$ cat src/rtl/fetch_entry_queue_if.sv
// Handshake bundle between the frontend fetch_entry producer, the queue and decode.
// The slave view is the queue itself; the master view is the frontend/decode side.
interface fetch_entry_queue_if #(
  parameter int ENTRY_W = 128
);
  logic [ENTRY_W-1:0] entry_i;
  logic               entry_valid_i;
  logic               entry_ready_o;
  logic [ENTRY_W-1:0] entry_o;
  logic               entry_valid_o;
  logic               entry_ready_i;

  modport slave (
    input  entry_i, entry_valid_i, entry_ready_i,
    output entry_ready_o, entry_o, entry_valid_o
  );

  modport master (
    output entry_i, entry_valid_i, entry_ready_i,
    input  entry_ready_o, entry_o, entry_valid_o
  );
endinterface

$ cat src/rtl/fetch_entry_queue.sv
// Elastic FIFO between fetch and decode with flush and saturating perf counters.
// Output is first-word-fall-through from storage; there is no input-to-output bypass.
module fetch_entry_queue #(
  parameter int ENTRY_W = 128,
  parameter int DEPTH   = 4,
  parameter int CNT_W   = 32
) (
  input  logic                     clk_i,
  input  logic                     rst_i,
  input  logic                     flush_i,
  fetch_entry_queue_if.slave       q_if,
  output logic [$clog2(DEPTH):0]   count_o,
  output logic [CNT_W-1:0]         stall_cycles_o,
  output logic [CNT_W-1:0]         entries_delivered_o
);

  localparam int PW = $clog2(DEPTH);
  localparam int CW = PW + 1;

  typedef enum logic [1:0] {S_EMPTY, S_PARTIAL, S_FULL} state_t;

  state_t             r_state;
  state_t             w_state_next;
  logic [ENTRY_W-1:0] r_mem [DEPTH];
  logic [PW-1:0]      r_rd_ptr;
  logic [PW-1:0]      r_wr_ptr;
  logic [CW-1:0]      r_count;
  logic [CW-1:0]      w_count_next;
  logic [CNT_W-1:0]   r_stall_cnt;
  logic [CNT_W-1:0]   r_deliv_cnt;
  logic               r_alive;
  logic               w_ready;
  logic               w_valid;
  logic               w_push;
  logic               w_pop;
  logic               w_stall;

  // Ready is held low until the first edge after reset release.
  assign w_ready = r_alive & (r_state != S_FULL) & ~flush_i;
  assign w_valid = (r_state != S_EMPTY) & ~flush_i;
  assign w_push  = q_if.entry_valid_i & w_ready;
  assign w_pop   = w_valid & q_if.entry_ready_i;
  assign w_stall = w_valid & ~q_if.entry_ready_i;

  assign q_if.entry_ready_o = w_ready;
  assign q_if.entry_valid_o = w_valid;
  assign q_if.entry_o       = r_mem[r_rd_ptr];
  assign count_o             = r_count;
  assign stall_cycles_o      = r_stall_cnt;
  assign entries_delivered_o = r_deliv_cnt;

  always_comb begin
    w_state_next = r_state;
    w_count_next = r_count + CW'(w_push) - CW'(w_pop);
    if (flush_i) begin
      w_state_next = S_EMPTY;
      w_count_next = '0;
    end else begin
      case (r_state)
        S_EMPTY: begin
          if (w_push) w_state_next = S_PARTIAL;
        end
        S_PARTIAL: begin
          if (w_push && !w_pop && r_count == CW'(DEPTH - 1))
            w_state_next = S_FULL;
          else if (w_pop && !w_push && r_count == CW'(1))
            w_state_next = S_EMPTY;
        end
        S_FULL: begin
          if (w_pop) w_state_next = S_PARTIAL;
        end
        default: w_state_next = S_EMPTY;
      endcase
    end
  end

  always_ff @(posedge clk_i or posedge rst_i) begin
    if (rst_i) begin
      r_state  <= S_EMPTY;
      r_count  <= '0;
      r_rd_ptr <= '0;
      r_wr_ptr <= '0;
      r_alive  <= 1'b0;
    end else begin
      r_state <= w_state_next;
      r_count <= w_count_next;
      r_alive <= 1'b1;
      if (flush_i) begin
        r_rd_ptr <= '0;
        r_wr_ptr <= '0;
      end else begin
        if (w_push) r_wr_ptr <= r_wr_ptr + PW'(1);
        if (w_pop)  r_rd_ptr <= r_rd_ptr + PW'(1);
      end
    end
  end

  // Storage survives a flush; only reset clears it.
  always_ff @(posedge clk_i or posedge rst_i) begin
    if (rst_i) begin
      for (int i = 0; i < DEPTH; i++) r_mem[i] <= '0;
    end else if (w_push) begin
      r_mem[r_wr_ptr] <= q_if.entry_i;
    end
  end

  always_ff @(posedge clk_i or posedge rst_i) begin
    if (rst_i) begin
      r_stall_cnt <= '0;
      r_deliv_cnt <= '0;
    end else begin
      if (w_stall && r_stall_cnt != '1) r_stall_cnt <= r_stall_cnt + CNT_W'(1);
      if (w_pop && r_deliv_cnt != '1)   r_deliv_cnt <= r_deliv_cnt + CNT_W'(1);
    end
  end

endmodule

$ cat src/flat_wrapper.sv
// flat-port wrapper written by rule: the top's interface ports become plain ports
module fetch_entry_queue_flat 
#(
  parameter int ENTRY_W = 128,
  parameter int DEPTH   = 4,
  parameter int CNT_W   = 32
)
  (clk_i, rst_i, flush_i, count_o, stall_cycles_o, entries_delivered_o, q_if_entry_i, q_if_entry_valid_i, q_if_entry_ready_i, q_if_entry_ready_o, q_if_entry_o, q_if_entry_valid_o);
  fetch_entry_queue_if #(.ENTRY_W(ENTRY_W)) q_if_i ();
  input  logic clk_i;
  input  logic rst_i;
  input  logic flush_i;
  output logic [$clog2(DEPTH):0] count_o;
  output logic [CNT_W-1:0] stall_cycles_o;
  output logic [CNT_W-1:0] entries_delivered_o;
  input wire logic [$bits(q_if_i.entry_i)-1:0] q_if_entry_i;
  input wire logic [$bits(q_if_i.entry_valid_i)-1:0] q_if_entry_valid_i;
  input wire logic [$bits(q_if_i.entry_ready_i)-1:0] q_if_entry_ready_i;
  output wire logic [$bits(q_if_i.entry_ready_o)-1:0] q_if_entry_ready_o;
  output wire logic [$bits(q_if_i.entry_o)-1:0] q_if_entry_o;
  output wire logic [$bits(q_if_i.entry_valid_o)-1:0] q_if_entry_valid_o;
  assign q_if_i.entry_i = q_if_entry_i;
  assign q_if_i.entry_valid_i = q_if_entry_valid_i;
  assign q_if_i.entry_ready_i = q_if_entry_ready_i;
  assign q_if_entry_ready_o = q_if_i.entry_ready_o;
  assign q_if_entry_o = q_if_i.entry_o;
  assign q_if_entry_valid_o = q_if_i.entry_valid_o;
  fetch_entry_queue #(.ENTRY_W(ENTRY_W), .DEPTH(DEPTH), .CNT_W(CNT_W)) u_core (.clk_i(clk_i), .rst_i(rst_i), .flush_i(flush_i), .q_if(q_if_i), .count_o(count_o), .stall_cycles_o(stall_cycles_o), .entries_delivered_o(entries_delivered_o));
endmodule
$ cat config.mk
export PLATFORM = sky130hd
export DESIGN_NAME = fetch_entry_queue_flat
export DESIGN_NICKNAME = d
export VERILOG_FILES = /design/src/rtl/fetch_entry_queue_if.sv /design/src/rtl/fetch_entry_queue.sv /design/src/flat_wrapper.sv
export SDC_FILE = /design/constraint.sdc
export NUM_CORES = 1
export LEC_CHECK = 0
export ABC_AREA = 0
export BUFFER_PORTS_ARGS = -buffer_cell sky130_fd_sc_hd__buf_2
export CAP_MARGIN = 20
export CORE_ASPECT_RATIO = 1.25
export CORE_MARGIN = 10
export CORE_UTILIZATION = 40
export CTS_CLUSTER_DIAMETER = 40
export DETAILED_ROUTE_END_ITERATION = 10
export PLACE_DENSITY_LB_ADDON = 0.25
export SLEW_MARGIN = 20
export SYNTH_ARGS = -nofsm -noshare
export SYNTH_HDL_FRONTEND = slang
export SYNTH_SLANG_ARGS = --single-unit
export TNS_END_PERCENT = 50
$ cat constraint.sdc
create_clock -name clk_i -period 38.9 [get_ports clk_i]
set_input_delay 5.835 -clock clk_i [delete_from_list [all_inputs] [get_ports clk_i]]
set_output_delay 5.835 -clock clk_i [all_outputs]
set_load 0.01 [all_outputs]
==> run_results.csv, run 1 <==
group,metric,value,unit
timing,max_freq,0.0800,GHz
timing,setup-violations-final,0,
synth,ys_ff_latch,586,
clock_tree,cts_tree,"done",
cells_and_area,final_common_cell,"dfrtp_1",
synth,synth-edff-count,0,
floorplan,ios,330,
floorplan,die_h,308,um
worst_setup_path,slowest_delay,260,ps
clock_tree,h-tree-depth,3,
timing,rsz0062_at_grt,"no",
cells_and_area,final_layout_size_suffix_gt1_share,57.6,%
timing,hold_ws,486,ps
placement,dpl_cell_area,0.0289,mm2
timing,period_share,32.1,%
clock_tree,cts_setup_buffers,0,
timing,maxSlewViolCount,0,
clock_tree,cts_sinks,586,
global_routing,grt_usage,16.7,%
floorplan,start_util,40.4,%
timing,slew_headroom,27.6,%
placement,hpwl,40.3,mm
clock_tree,clk_path_buf_depth,3,
floorplan,rows,105,
power,p_leak,15.6,nW
floorplan,die_w,250,um
clock_tree,clk_pin_slew,60,ps
synth,netlist_instances,1593,
worst_setup_path,cp_common_cell,"buf_2",
timing,clock_skew,14.6,ps
timing,period_minus_slack,12500,ps
hold_path,worstHoldPathType,"flop to flop",
power,ir_worst_vdd,0.0000331,V
floorplan,die_area,0.0772,mm2
clock_tree,cts_resized,0,
synth,yosysSeqAreaShare,55.2,%
synth,yosys_warnings,0,
cells_and_area,areaGrowthSynthToFinish,21.0,%
global_routing,antenna_found_initial,13,
routing,drt_iter0_markers,706,
synth,syn-num-nets,1734,
routing,drtAntennaViolNets,0,
global_routing,grt_pass1_wl,102,mm
synth,synth.cell_area,0.0266,mm2
cells_and_area,finalInstanceArea,0.0321,mm2
worst_setup_path,critPathMaxFanout,13,
worst_setup_path,start_kind,"primary input",
global_routing,grt_pass1_vias,17300,
placement,place_congestion,0.788,
cells_and_area,final_cells,2872,
routing,vias,15200,
flow_run,drv_cap,0,
global_routing,grt-ovfl-total,0,
clock_tree,numCtsBuffers,89,
placement,port_buffers,329,
synth,async_reset_ff_share,100,%
worst_setup_path,crit_slowest_cell,"buf_2",
routing,drt_first_pass_iters,4,
worst_setup_path,path_class,"primary input to output pin",
worst_setup_path,critPathArrivalTime,6660,ps
routing,vias_per_cell,5.29,
worst_setup_path,critical-path-top-delay-family,"buffers and inverters",
status,outcome,"complete, no violations",
cells_and_area,final_nets,2078,
timing,max_slew.worst_pin.slew,1090,ps
worst_setup_path,required,33070,ps
placement,dp_cells,2701,
worst_setup_path,path_buf_inv,3,
routing,finalWirelength,64.6,mm
clock_tree,insertion_delay,630,ps
cells_and_area,layout_common_cells,"584 x dfrtp_1, 329 x buf_2, 299 x mux2_2",
routing,wl_per_cell,22.5,um
timing,hold_violations,0,
clock_tree,cts_hold_buffers,0,
worst_setup_path,crit_chain,"buf_2 > o21bai_2 > inv_1 > buf_2",
synth,synthFlopType,"dfrtp_1",
global_routing,grt_max_degree,197,
clock_tree,root_buffer,"clkbuf_16",
floorplan,core_area,0.0657,mm2
routing,drcViolationCount,0,
timing,tns,0,ps
synth,yosysUniqueCellTypes,47,
power,powerDensity,60.0,mW/mm2
worst_setup_path,endpoint_kind,"output pin",
synth,avgSynthCellArea,16.7,um2
==> kinds of logic after synthesis <==
logic type,Yosys count,synth area share (%)
compound gates,10,0.264
buf+inv,108,2.53
fa+ha+maj,8,0.405
simple gates,170,3.85
other cells,1,0.0141
mux,643,35.5
xor+xnor,67,2.21
flops,586,55.2
==> worst register-to-register path, cell delays in order, from the launching register on <==
cell	delay, ps
dfrtp_1	480
nor2b_4	260
nor4bb_4	60
buf_4	220
nand2_8	770
buf_4	930
mux2_2	450
==> synth_stat cells, types with 2 or more instances <==
library cell  instances  area, um2
nor3_2                2       20.0
nand2_2               2       12.5
nor3b_1               2       15.0
and4_1               10       87.6
nor2_1               19       71.3
buf_1                10       37.5
and2_1                5       31.3
and3_1               12       75.1
nor4_2                3       37.5
buf_2                41        205
o21ai_0               2       10.0
xor2_1               19        166
nor4b_1               3       26.3
or3_1                 3       18.8
mux2_2              299       3370
mux2_4              200       3000
mux4_2              128       2880
dfrtp_1             586      14700
xnor2_1              48        420
inv_1                12       45.0
nor3_1               17       85.1
buf_6                28        315
nand3_1              30        150
nand4_1              35        219
mux2_1               16        180
nand2_1              18       67.6
a21oi_1               2       10.0
clkbuf_1             16       60.1
ha_1                  7       87.6
==> path summary, 6_finish.rpt <==
kind / endpoint / depth (start not counted) / slack, ps / start
max reg2reg: u_core.r_mem[334] / 6 / 35600 / u_core.r_state[1]
max in group asynchronous: u_core.r_mem[36] / 6 / 29980 / rst_i
min: u_core.r_mem[128] / 1 / 490 / u_core.r_mem[128]
max: q_if_entry_valid_o / 4 / 26400 / flush_i
min in group asynchronous: u_core.r_mem[66] / 2 / 5350 / rst_i
min reg2reg: u_core.r_mem[128] / 1 / 490 / u_core.r_mem[128]
==> metal layers <==
| layer | up-vias | part of all wire (%) | global-route usage (%) |
|---|---|---|---|
| li1 | 6629 | - | - |
| met1 | 8086 | 41 | 20.1 |
| met2 | 342 | 51 | 28.7 |
| met3 | 106 | 5.3 | 4.10 |
| met4 | 18 | 2.1 | 5.65 |
| met5 | - | 0.18 | 0 |
==> registers in the layout, summed over array words and instances (netlist names) <==
name and flops:
u_core.r_mem 512, u_core.r_alive 1, u_core.r_state 2, u_core.r_rd_ptr 2
u_core.entries_delivered_o 32, u_core.r_wr_ptr 2, u_core.count_o 3, u_core.stall_cycles_o 32
==> where the power goes <==
part / switching, mW / internal [mW]
Sequential: 0.0579 / 0.715
Combinational: 0.116 / 0.184
Clock: 0.320 / 0.533
Total: 0.494 / 1.43
==> layout make-up <==
cell class	count	area (um2)
Sequential cell	586	14700
Inverter	12	52.6
Clock inverter	70	903
Antenna cell	4	10.0
Timing Repair Buffer	349	1840
Tap cell	856	1070
Fill cell	5697	33600
Multi-Input combinational cell	899	11300
Clock buffer	96	2320
==> metrics by stage <==
stage / worst slack [ps] / power, mW / utilization (%)
floorplan: 16670 / 0.979 / -
global placement: 26410 / 1.07 / 43.9
detailed placement: 26380 / 1.09 / 43.9
CTS: 26380 / 1.96 / 48.9
global route: 26350 / 2.01 / 48.9
finish: 26400 / 1.93 / 48.9
(Power assumes the default switching activity.)
==> run 2: changes to the inputs <==
==> constraint.sdc (replaced) <==
create_clock -name clk_i -period 10 [get_ports clk_i]
set_input_delay 1.5 -clock clk_i [delete_from_list [all_inputs] [get_ports clk_i]]
set_output_delay 1.5 -clock clk_i [all_outputs]
set_load 0.01 [all_outputs]
==> run 2 against run 1 <==
  * Final cell count is 0.14% higher
  * Flip-flop and latch count did not move
  * Cell area rose by 0.19%
  * Routed wire length grew 0.84%
  * Register-to-register slack got worse by 29000 ps
  * Sequential share of layout area fell by 0.085 points
  * Die area is the same
  * Utilization is 0.091 points higher
  * Global-route usage rose by 0.24 points
  * Setup slack worse by 21000 ps
  * Non-clock buffer count unchanged
  * Clock power rose to 3.9 times the previous value
==> run_results.csv, run 2 (synthesis results as in run 1) <==
group,metric,value,unit
routing,wl_per_cell,22.6,um
placement,dp_cells,2699,
clock_tree,clk_pin_slew,50,ps
timing,rsz0062_at_grt,"no",
routing,vias,15300,
status,outcome,"complete, no violations",
floorplan,start_util,40.4,%
worst_setup_path,crit_chain,"buf_4 > buf_4 > mux4_2 > buf_2",
cells_and_area,final_cells,2876,
routing,drcViolationCount,0,
clock_tree,numCtsBuffers,93,
clock_tree,cts_hold_buffers,0,
worst_setup_path,path_class,"flop to output pin",
timing,period_share,50.2,%
timing,maxSlewViolCount,0,
hold_path,worstHoldPathType,"flop to flop",
timing,setup-violations-final,0,
cells_and_area,layout_common_cells,"584 x dfrtp_1, 329 x buf_2, 299 x mux2_2",
timing,period_minus_slack,5020,ps
timing,max_freq,0.199,GHz
global_routing,grt_pass1_vias,17300,
global_routing,grt_pass1_wl,104,mm
worst_setup_path,endpoint_kind,"output pin",
floorplan,die_w,250,um
cells_and_area,largest_register,"u_core.r_mem",
routing,finalWirelength,65.1,mm
cells_and_area,fill_cells,5609,
routing,drt_first_pass_iters,5,
timing,slew_headroom,29.3,%
timing,clock_skew,27.0,ps
clock_tree,cts_tree,"done",
worst_setup_path,cp_common_cell,"buf_4",
cells_and_area,postLayoutCoreUtil,49.0,%
global_routing,grt_max_degree,183,
clock_tree,cts_sinks,586,
timing,hold_ws,477,ps
clock_tree,root_buffer,"clkbuf_16",
floorplan,ios,330,
cells_and_area,areaGrowthSynthToFinish,21.2,%
flow_run,drv_cap,0,
power,p_leak,15.6,nW
placement,place_congestion,0.769,
floorplan,die_area,0.0772,mm2
routing,drtAntennaViolNets,0,
worst_setup_path,required,8500,ps
power,p_total,7.49,mW
timing,max_slew.worst_pin.slew,1060,ps
worst_setup_path,slowest_delay,720,ps
cells_and_area,final_common_cell,"dfrtp_1",
cells_and_area,largest_reg_flops,512,
floorplan,rows,105,
floorplan,die_h,308,um
routing,drt_iter0_markers,596,
placement,port_buffers,329,
cells_and_area,finalInstanceArea,0.0322,mm2
clock_tree,cts_setup_buffers,0,
timing,tns,0,ps
worst_setup_path,critPathMaxFanout,31,
placement,detailedPlace.worstSlack,5540,ps
timing,setup_ws,4980,ps
clock_tree,h-tree-depth,3,
clock_tree,insertion_delay,640,ps
placement,hpwl,41.2,mm
floorplan,core_area,0.0657,mm2
cells_and_area,final_layout_size_suffix_gt1_share,57.6,%
worst_setup_path,start_kind,"flop",
power,ir_worst_vdd,0.000176,V
worst_setup_path,crit_slowest_cell,"dfrtp_4",
routing,vias_per_cell,5.32,
clock_tree,cts_resized,0,
placement,dpl_cell_area,0.0289,mm2
clock_tree,clk_path_buf_depth,3,
global_routing,antenna_found_initial,16,
global_routing,grt-ovfl-total,0,
global_routing,grt_usage,16.9,%
timing,hold_violations,0,
cells_and_area,final_nets,2082,
worst_setup_path,critPathArrivalTime,3520,ps
power,powerDensity,232,mW/mm2
## run 2: worst max-delay path: cells and delay by family, from the launching register on
kind | cells | cell delay (ps)
buffers and inverters | 3 | 1430
flip-flops | 1 | 720
multiplexers | 1 | 630
## run 2: worst paths after layout
kind	startpoint	end	slack (ps)	depth (start not counted)
min reg2reg	u_core.entries_delivered_o[19]	u_core.entries_delivered_o[19]	480	1
min in group asynchronous	rst_i	u_core.r_mem[406]	990	3
min	u_core.entries_delivered_o[19]	u_core.entries_delivered_o[19]	480	1
max reg2reg	u_core.r_state[1]	u_core.r_mem[311]	6860	6
max in group asynchronous	rst_i	u_core.r_mem[79]	7150	5
max	u_core.r_rd_ptr[1]	q_if_entry_o[106]	4980	4
## run 2: cell type report
cell class,instances,area (um2),area share [%]
clock buffer,106,2470,7.66
inverter,12,48.8,0.152
multi-input combinational,899,11300,35.0
clock inverter,65,781,2.42
antenna,3,7.51,0.0233
sequential,586,14700,45.6
timing repair buffer,349,1880,5.84
tap,856,1070,3.33
## run 2: where the power goes
group	internal (mW)	leakage [nW]	total [mW]	switching [mW]
combinational	0.718	6.38	1.17	0.453
clock	2.06	1.55	3.30	1.24
sequential	2.78	7.62	3.01	0.227
## run 2: metal layers
metal	global-route usage (%)	wire length, um	vias to the layer above
met5	0	144	-
met4	5.53	1340	20
met3	4.24	3620	112
met2	28.4	32700	362
met1	21.0	27300	8142
li1	-	-	6655
